[config.mk]
export PLATFORM = sky130hd
export DESIGN_NAME = fuzzy_frame_ctrl
export DESIGN_NICKNAME = d
export VERILOG_FILES = /design/src/rtl/fuzzy_frame_ctrl.sv
export SDC_FILE = /design/constraint.sdc
export NUM_CORES = 1
export LEC_CHECK = 0
export CORE_ASPECT_RATIO = 0.7
export CORE_MARGIN = 2
export CORE_UTILIZATION = 52
export CTS_BUF_LIST = sky130_fd_sc_hd__clkbuf_4
export DETAILED_ROUTE_END_ITERATION = 8
export PLACE_DENSITY = 0.9
export SETUP_SLACK_MARGIN = 0.02
export SYNTH_ARGS = -nofsm -noshare
export SYNTH_HDL_FRONTEND = slang
export SYNTH_SLANG_ARGS = --single-unit
[constraint.sdc]
create_clock -name clk -period 5.4 [get_ports clk]
set_input_delay 1.35 -clock clk [delete_from_list [all_inputs] [get_ports clk]]
set_output_delay 1.35 -clock clk [all_outputs]
set_load 0.02 [all_outputs]
[src/rtl/fuzzy_frame_ctrl.sv]
// fuzzy_frame_ctrl
//   Sequencer in front of the fuzzy risk engine. Collects N_IN operand bytes
//   from the pad bus (one per rising edge of the async strobe ss), fires one
//   engine evaluation, waits for the result with a timeout, and holds the
//   last risk byte until the next frame completes.
// Ports
//   clk, rst_n          clock, async active-low reset
//   ss, data_bus        pad strobe (async) and operand byte
//   eng_in, eng_start   operand vector (byte k at [8k+7:8k]) and start pulse
//   eng_done, eng_risk  engine result strobe and value
//   risk, risk_valid    last captured result and its validity
//   busy, err           START/WAIT indicator, sticky timeout flag
module fuzzy_frame_ctrl #(
  parameter int N_IN    = 3,
  parameter int TIMEOUT = 64
) (
  input  logic                clk,
  input  logic                rst_n,
  input  logic                ss,
  input  logic [7:0]          data_bus,
  output logic [8*N_IN-1:0]   eng_in,
  output logic                eng_start,
  input  logic                eng_done,
  input  logic [7:0]          eng_risk,
  output logic [7:0]          risk,
  output logic                risk_valid,
  output logic                busy,
  output logic                err
);

  localparam int IDX_W = (N_IN > 1) ? $clog2(N_IN) : 1;
  localparam int TMR_W = $clog2(TIMEOUT);
  localparam logic [IDX_W-1:0] LAST_IDX  = IDX_W'(N_IN - 1);
  localparam logic [TMR_W-1:0] LAST_TICK = TMR_W'(TIMEOUT - 1);

  typedef enum logic [1:0] {IDLE, LOAD, START, WAIT} state_t;

  state_t                 state, state_d;
  logic [1:0]             ss_pipe;
  logic                   edge_q;
  logic                   stb;
  logic [N_IN-1:0][7:0]   bytes_q, bytes_d;
  logic [IDX_W-1:0]       idx_q, idx_d;
  logic [TMR_W-1:0]       timer_q, timer_d;
  logic [7:0]             risk_d;
  logic                   risk_valid_d, err_d;

  // Two-flop synchroniser plus edge register; data_bus is not synchronised
  // because the pad protocol keeps it stable until ss falls.
  always_ff @(posedge clk or negedge rst_n) begin
    if (!rst_n) begin
      ss_pipe <= '0;
      edge_q  <= 1'b0;
    end else begin
      ss_pipe <= {ss_pipe[0], ss};
      edge_q  <= ss_pipe[1];
    end
  end

  assign stb = ss_pipe[1] & ~edge_q;

  always_comb begin
    state_d      = state;
    bytes_d      = bytes_q;
    idx_d        = idx_q;
    timer_d      = timer_q;
    risk_d       = risk;
    risk_valid_d = risk_valid;
    err_d        = err;
    case (state)
      IDLE: if (stb) begin
        bytes_d[0] = data_bus;
        idx_d      = IDX_W'(1);
        err_d      = 1'b0;
        state_d    = LOAD;
      end
      LOAD: if (stb) begin
        bytes_d[idx_q] = data_bus;
        if (idx_q == LAST_IDX) begin
          idx_d   = '0;
          state_d = START;
        end else begin
          idx_d = idx_q + 1'b1;
        end
      end
      START: begin
        timer_d = '0;
        state_d = WAIT;
      end
      WAIT: begin
        timer_d = timer_q + 1'b1;
        // done beats a coincident timeout
        if (eng_done) begin
          risk_d       = eng_risk;
          risk_valid_d = 1'b1;
          state_d      = IDLE;
        end else if (timer_q == LAST_TICK) begin
          err_d        = 1'b1;
          risk_valid_d = 1'b0;
          state_d      = IDLE;
        end
      end
      default: state_d = IDLE;
    endcase
  end

  always_ff @(posedge clk or negedge rst_n) begin
    if (!rst_n) begin
      state      <= IDLE;
      bytes_q    <= '0;
      idx_q      <= '0;
      timer_q    <= '0;
      risk       <= '0;
      risk_valid <= 1'b0;
      err        <= 1'b0;
    end else begin
      state      <= state_d;
      bytes_q    <= bytes_d;
      idx_q      <= idx_d;
      timer_q    <= timer_d;
      risk       <= risk_d;
      risk_valid <= risk_valid_d;
      err        <= err_d;
    end
  end

  assign eng_in    = bytes_q;
  assign eng_start = (state == START);
  assign busy      = (state == START) || (state == WAIT);

endmodule

Word-level counts from Yosys, hierarchy flattened --
Index checks and enable logic that the tools add are counted.
Operators by class: add/subtract/negate cells 2, magnitude comparators 2, equality and inequality tests 11, multiplexer cells 22, bitwise operators 2, reduce and logical (&&, ||, !) cells 13
Operators by type and width (number):
- bitwise mux 24 bit | 1
- two-way mux 8 bit | 3
- demux 8 bit (select 2 bit) | 1
- case mux 8 bit (2 select lines) | 1
- two-way mux 2 bit | 7
- case mux 6 bit (2 select lines) | 1
- != test 2 bit (second input constant) | 5
- case mux 2 bit (4 select lines) | 1
- AND reduction 4 bit | 2
- nonzero test 2 bit | 4
- adder 6 x 1 -> 6 bit (second input constant) | 1
- == test 2 bit (second input constant) | 3
- == test 6 bit (second input constant) | 1
- AND reduction 2 bit | 3
- two-way mux 1 bit | 5
- case mux 2 bit (2 select lines) | 1
- less-than comparator 2 x 3 -> 1 bit (second input constant) | 1
- != test 3 bit (second input constant) | 1
- AND reduction 3 bit | 1
- adder 2 x 1 -> 2 bit (second input constant) | 1
- == test 2 x 1 -> 1 bit (second input constant) | 1
- >= comparator 2 x 1 -> 1 bit (second input constant) | 1
- logical NOT 2 bit | 1
- case mux 1 bit (2 select lines) | 1
- other kinds (4) | 4
Word-level totals: register bits after elaboration 47, bits of input ports 20, output and inout bits 36, logic and storage cells 63

Longest topological paths before layout --
depth in word-level cells 7, depth in mapped cells 6, mapped depth without buffers 6

Worst setup path before layout --
OpenSTA, ideal clock, no wires.
kind reg2out, start point register state[0], end point output busy, data arrival time 1.108 ns, data required time 4.050 ns, setup slack 2.942 ns, cell stages (with the launch flop) 5, path buffers 0, cells stage by stage dfrtp_1 inv_1 ha_1 nor2_1 inv_1
Between the ends: longest elaborated chain between the ends 2, elaborated cells between the ends (all ways) 3, classes of those cells eq/ne (2); reduce/logical (1)
Ends and longest elaborated chain:
- start: declaration | line 38 | state_t state, state_d;
- start signal: assignment | line 117 | state <= state_d;
- == test 2 bit
- net eng_start | line 22 | output logic eng_start,
- logical OR 1 bit | line 129 | assign busy = (state == START) || (state == WAIT);
- end: declaration | line 27 | output logic busy,
The timed path passes the listed nets, and every way through them passes these cells.

Worst setup path after layout --
start point register state[1], end point output busy
Between the ends: longest elaborated chain between the ends 2, elaborated cells between the ends (all ways) 3, classes of those cells eq/ne (2); reduce/logical (1)
Ends and longest elaborated chain (line):
- == test 2 bit | 129
- logical OR 1 bit (*) | 129
Every way passes the cells marked *; elsewhere a longest branch is shown, timed or not.

==> impl_metrics.env <==
export IMPL_route_met2_wl_um=1830
export IMPL_routedWlPerCell_um=15.7
export IMPL_syn_nets=164
export IMPL_grt_pass1_wl_um=6360
export IMPL_ys_seq_area_share_pct=61.0
export IMPL_vias=1307
export IMPL_synthArstFlopShare_pct=100
export IMPL_yosys_area_top_type="dfrtp_1"
export IMPL_viasPerCell=5.21
export IMPL_drt_first_iter_violations=88
export IMPL_finClkSkew_ps=9.28
export IMPL_fin_ws_ps=2000
export IMPL_ant_nets=0
export IMPL_maxSlewHeadroom_pct=32.2
export IMPL_hold_violations=0
export IMPL_gp_congestion=0.786
export IMPL_dp_hpwl_um=2850
export IMPL_post_synth_top_count_cell="dfrtp_1"
export IMPL_yosysWarnings=0
export IMPL_maxSlewViolCount=0
export IMPL_cp_max_fo=8
export IMPL_timing_hold_ws_ps=367
export IMPL_synth_common_cells="dfrtp_1 (47), mux2_2 (33), nand2_1 (11), o21ai_0 (11), nor2_1 (9)"
export IMPL_netlist_instances=139
export IMPL_cp_data_arrival_time_ps=2050
export IMPL_worstSetupEndpointType="output pin"
export IMPL_initial_core_util_pct=54.5
export IMPL_die_height_um=54.9
export IMPL_drt_pass1_iterations=4
export IMPL_synth_edf_count=0
export IMPL_pre_cts_slack_ps=2400
export IMPL_post_cts_buffers=0
export IMPL_leakage_nw=1.16
export IMPL_startpoint_type="register"
export IMPL_area_growth_pct=36.8
export IMPL_synth_ff_type="dfrtp_1"
export IMPL_die_w_um=76.8
export IMPL_vdd_drop_max_uv=320
export IMPL_drt_wl_total_um=3940
export IMPL_port_buffers=55
export IMPL_fin_crit_sh_pct=63.0
export IMPL_avgSynthCellArea_um2=13.9
export IMPL_overflow=0
export IMPL_drc=0
export IMPL_grt_start_max_net_pins=48
export IMPL_drive_gt1_share_pct=25.9
export IMPL_cts_tree="built"
export IMPL_wl_met1_um=1860
export IMPL_hold_buffers=0
export IMPL_post_route_util_pct=74.5
export IMPL_synthesis_area_um2=1930
export IMPL_ys_ff_latch=47
export IMPL_core_area_um2=3540
export IMPL_design_portCount=56
export IMPL_wl_met3_um=186
export IMPL_required_ps=4050
export IMPL_grt_pass1_vias=1288
export IMPL_cts_resized=0
export IMPL_clockBufferDepth=2
export IMPL_fin_nets=225
export IMPL_h_tree_depth=2
export IMPL_numCtsBuffers=5
export IMPL_status="finished, final reports clean"
export IMPL_regArea_um2=1180
export IMPL_min_period_ps=3400
export IMPL_clockRootBuffer="clkbuf_4"
export IMPL_grt_use_total_pct=20.4
export IMPL_setup_tns_final_ps=0
export IMPL_rsz0062_at_grt="no"
export IMPL_setup_violations=0
export IMPL_num_rows=18
export IMPL_diodes=0
export IMPL_synth_distinct_cells=25
export IMPL_p_per_area_nw_per_um2=590
export IMPL_routed_top_layer="met4"
export IMPL_clk_latency_ps=350
export IMPL_synth_area_leaders="dfrtp_1 (61%), mux2_2 (19%), ha_1 (3.2%)"
export IMPL_antenna_found_initial=0
export IMPL_clock_sinks=47
export IMPL_worstMarginPinSlew_ps=1020
export IMPL_min_path_type="reg -> reg"
export IMPL_yosys_area_top_type_share_pct=61.0
export IMPL_fp_dieArea_um2=4220
export IMPL_multiInputGateArea_um2=731
export IMPL_max_freq_mhz=294
export IMPL_fillCellCount=243
export IMPL_cap_violations=0
export IMPL_path_class="reg -> out"
export IMPL_clkSlewWorstSetupHoldPaths_ps=130
## worst paths after layout
path                            start          to  slack, ps  depth (start not counted)
min                        ss_pipe[0]  ss_pipe[1]        370                          0
max reg2reg                  state[1]  eng_in[12]       3410                          5
max in group asynchronous       rst_n      edge_q       3620                          1
min reg2reg                ss_pipe[0]  ss_pipe[1]        370                          0
min in group asynchronous       rst_n  ss_pipe[0]       1160                          1
max                          state[1]        busy       2000                          4
## cell families (layout without fill, tap and decap cells)
family	Yosys count	after routing	share of synthesized area, %
DFF	47	47	61.0
muxes	36	36	21.1
and+or+nand+nor	30	30	8.57
AOI/OAI and AO/OA	15	15	4.55
adders and majority gates	5	5	3.25
buffers and inverters	5	67	1.04
xor gates and xnor gates	1	1	0.455
## state kept, by name (all words and copies together) (netlist names)
name        cells
idx_q           2
ss_pipe         2
eng_in         24
timer_q         6
risk            8
risk_valid      1
state           2
edge_q          1
err             1
## power breakdown
group | leakage (nW) | internal, W | total, W | switching (W)
clock network | 0.0559 | 0.000150 | 0.000256 | 0.000106
logic | 0.523 | 0.000378 | 0.000731 | 0.000353
registers | 0.581 | 0.000487 | 0.000569 | 0.0000819
total | 1.16 | 0.00101 | 0.00156 | 0.000541
## routing by layer
metal | vias to the layer above | global-route usage [%]
li1 | 603 | -
met1 | 656 | 26.7
met5 | - | 0
met2 | 42 | 32.9
met4 | 0 | 11.2
met3 | 6 | 4.71
## metrics by stage
step | std cells | total power, W | area [um^2]
3_3_place_gp | 243 | 0.00127 | 2530
3_5_place_dp | 243 | 0.00131 | 2530
2_1_floorplan | 139 | 0.000971 | 1930
6_report | 251 | 0.00156 | 2640
4_1_cts | 251 | 0.00157 | 2640
5_1_grt | 251 | 0.00164 | 2640
## worst max-delay path, stage by stage (launching register included)
cell             delay [ps]
dfrtp_1                 450
ha_1                    310
nor2_1                  330
inv_1                    80
clkdlybuf4s50_1         540
## final cells by class
| cell class | count | share of cell area (%) |
|---|---|---|
| Sequential cell | 47 | 44.6 |
| Clock buffer | 6 | 1.71 |
| Clock inverter | 2 | 2.28 |
| Timing Repair Buffer | 55 | 20.7 |
| Multi-Input combinational cell | 87 | 27.7 |
| Inverter | 4 | 0.570 |
| Tap cell | 50 | 2.37 |
## cells in the final DEF, fill, tap and decap left out, drive strengths merged, types with 2 or more instances in the layout
cell           count
nor2              10
nand2             13
and3               2
inv                4
mux2i              2
nand3              2
dfrtp             47
clkdlybuf4s50     54
bufinv             2
ha                 5
mux2              34
clkbuf             6
o21ai             11
(Power assumes the default switching activity.)
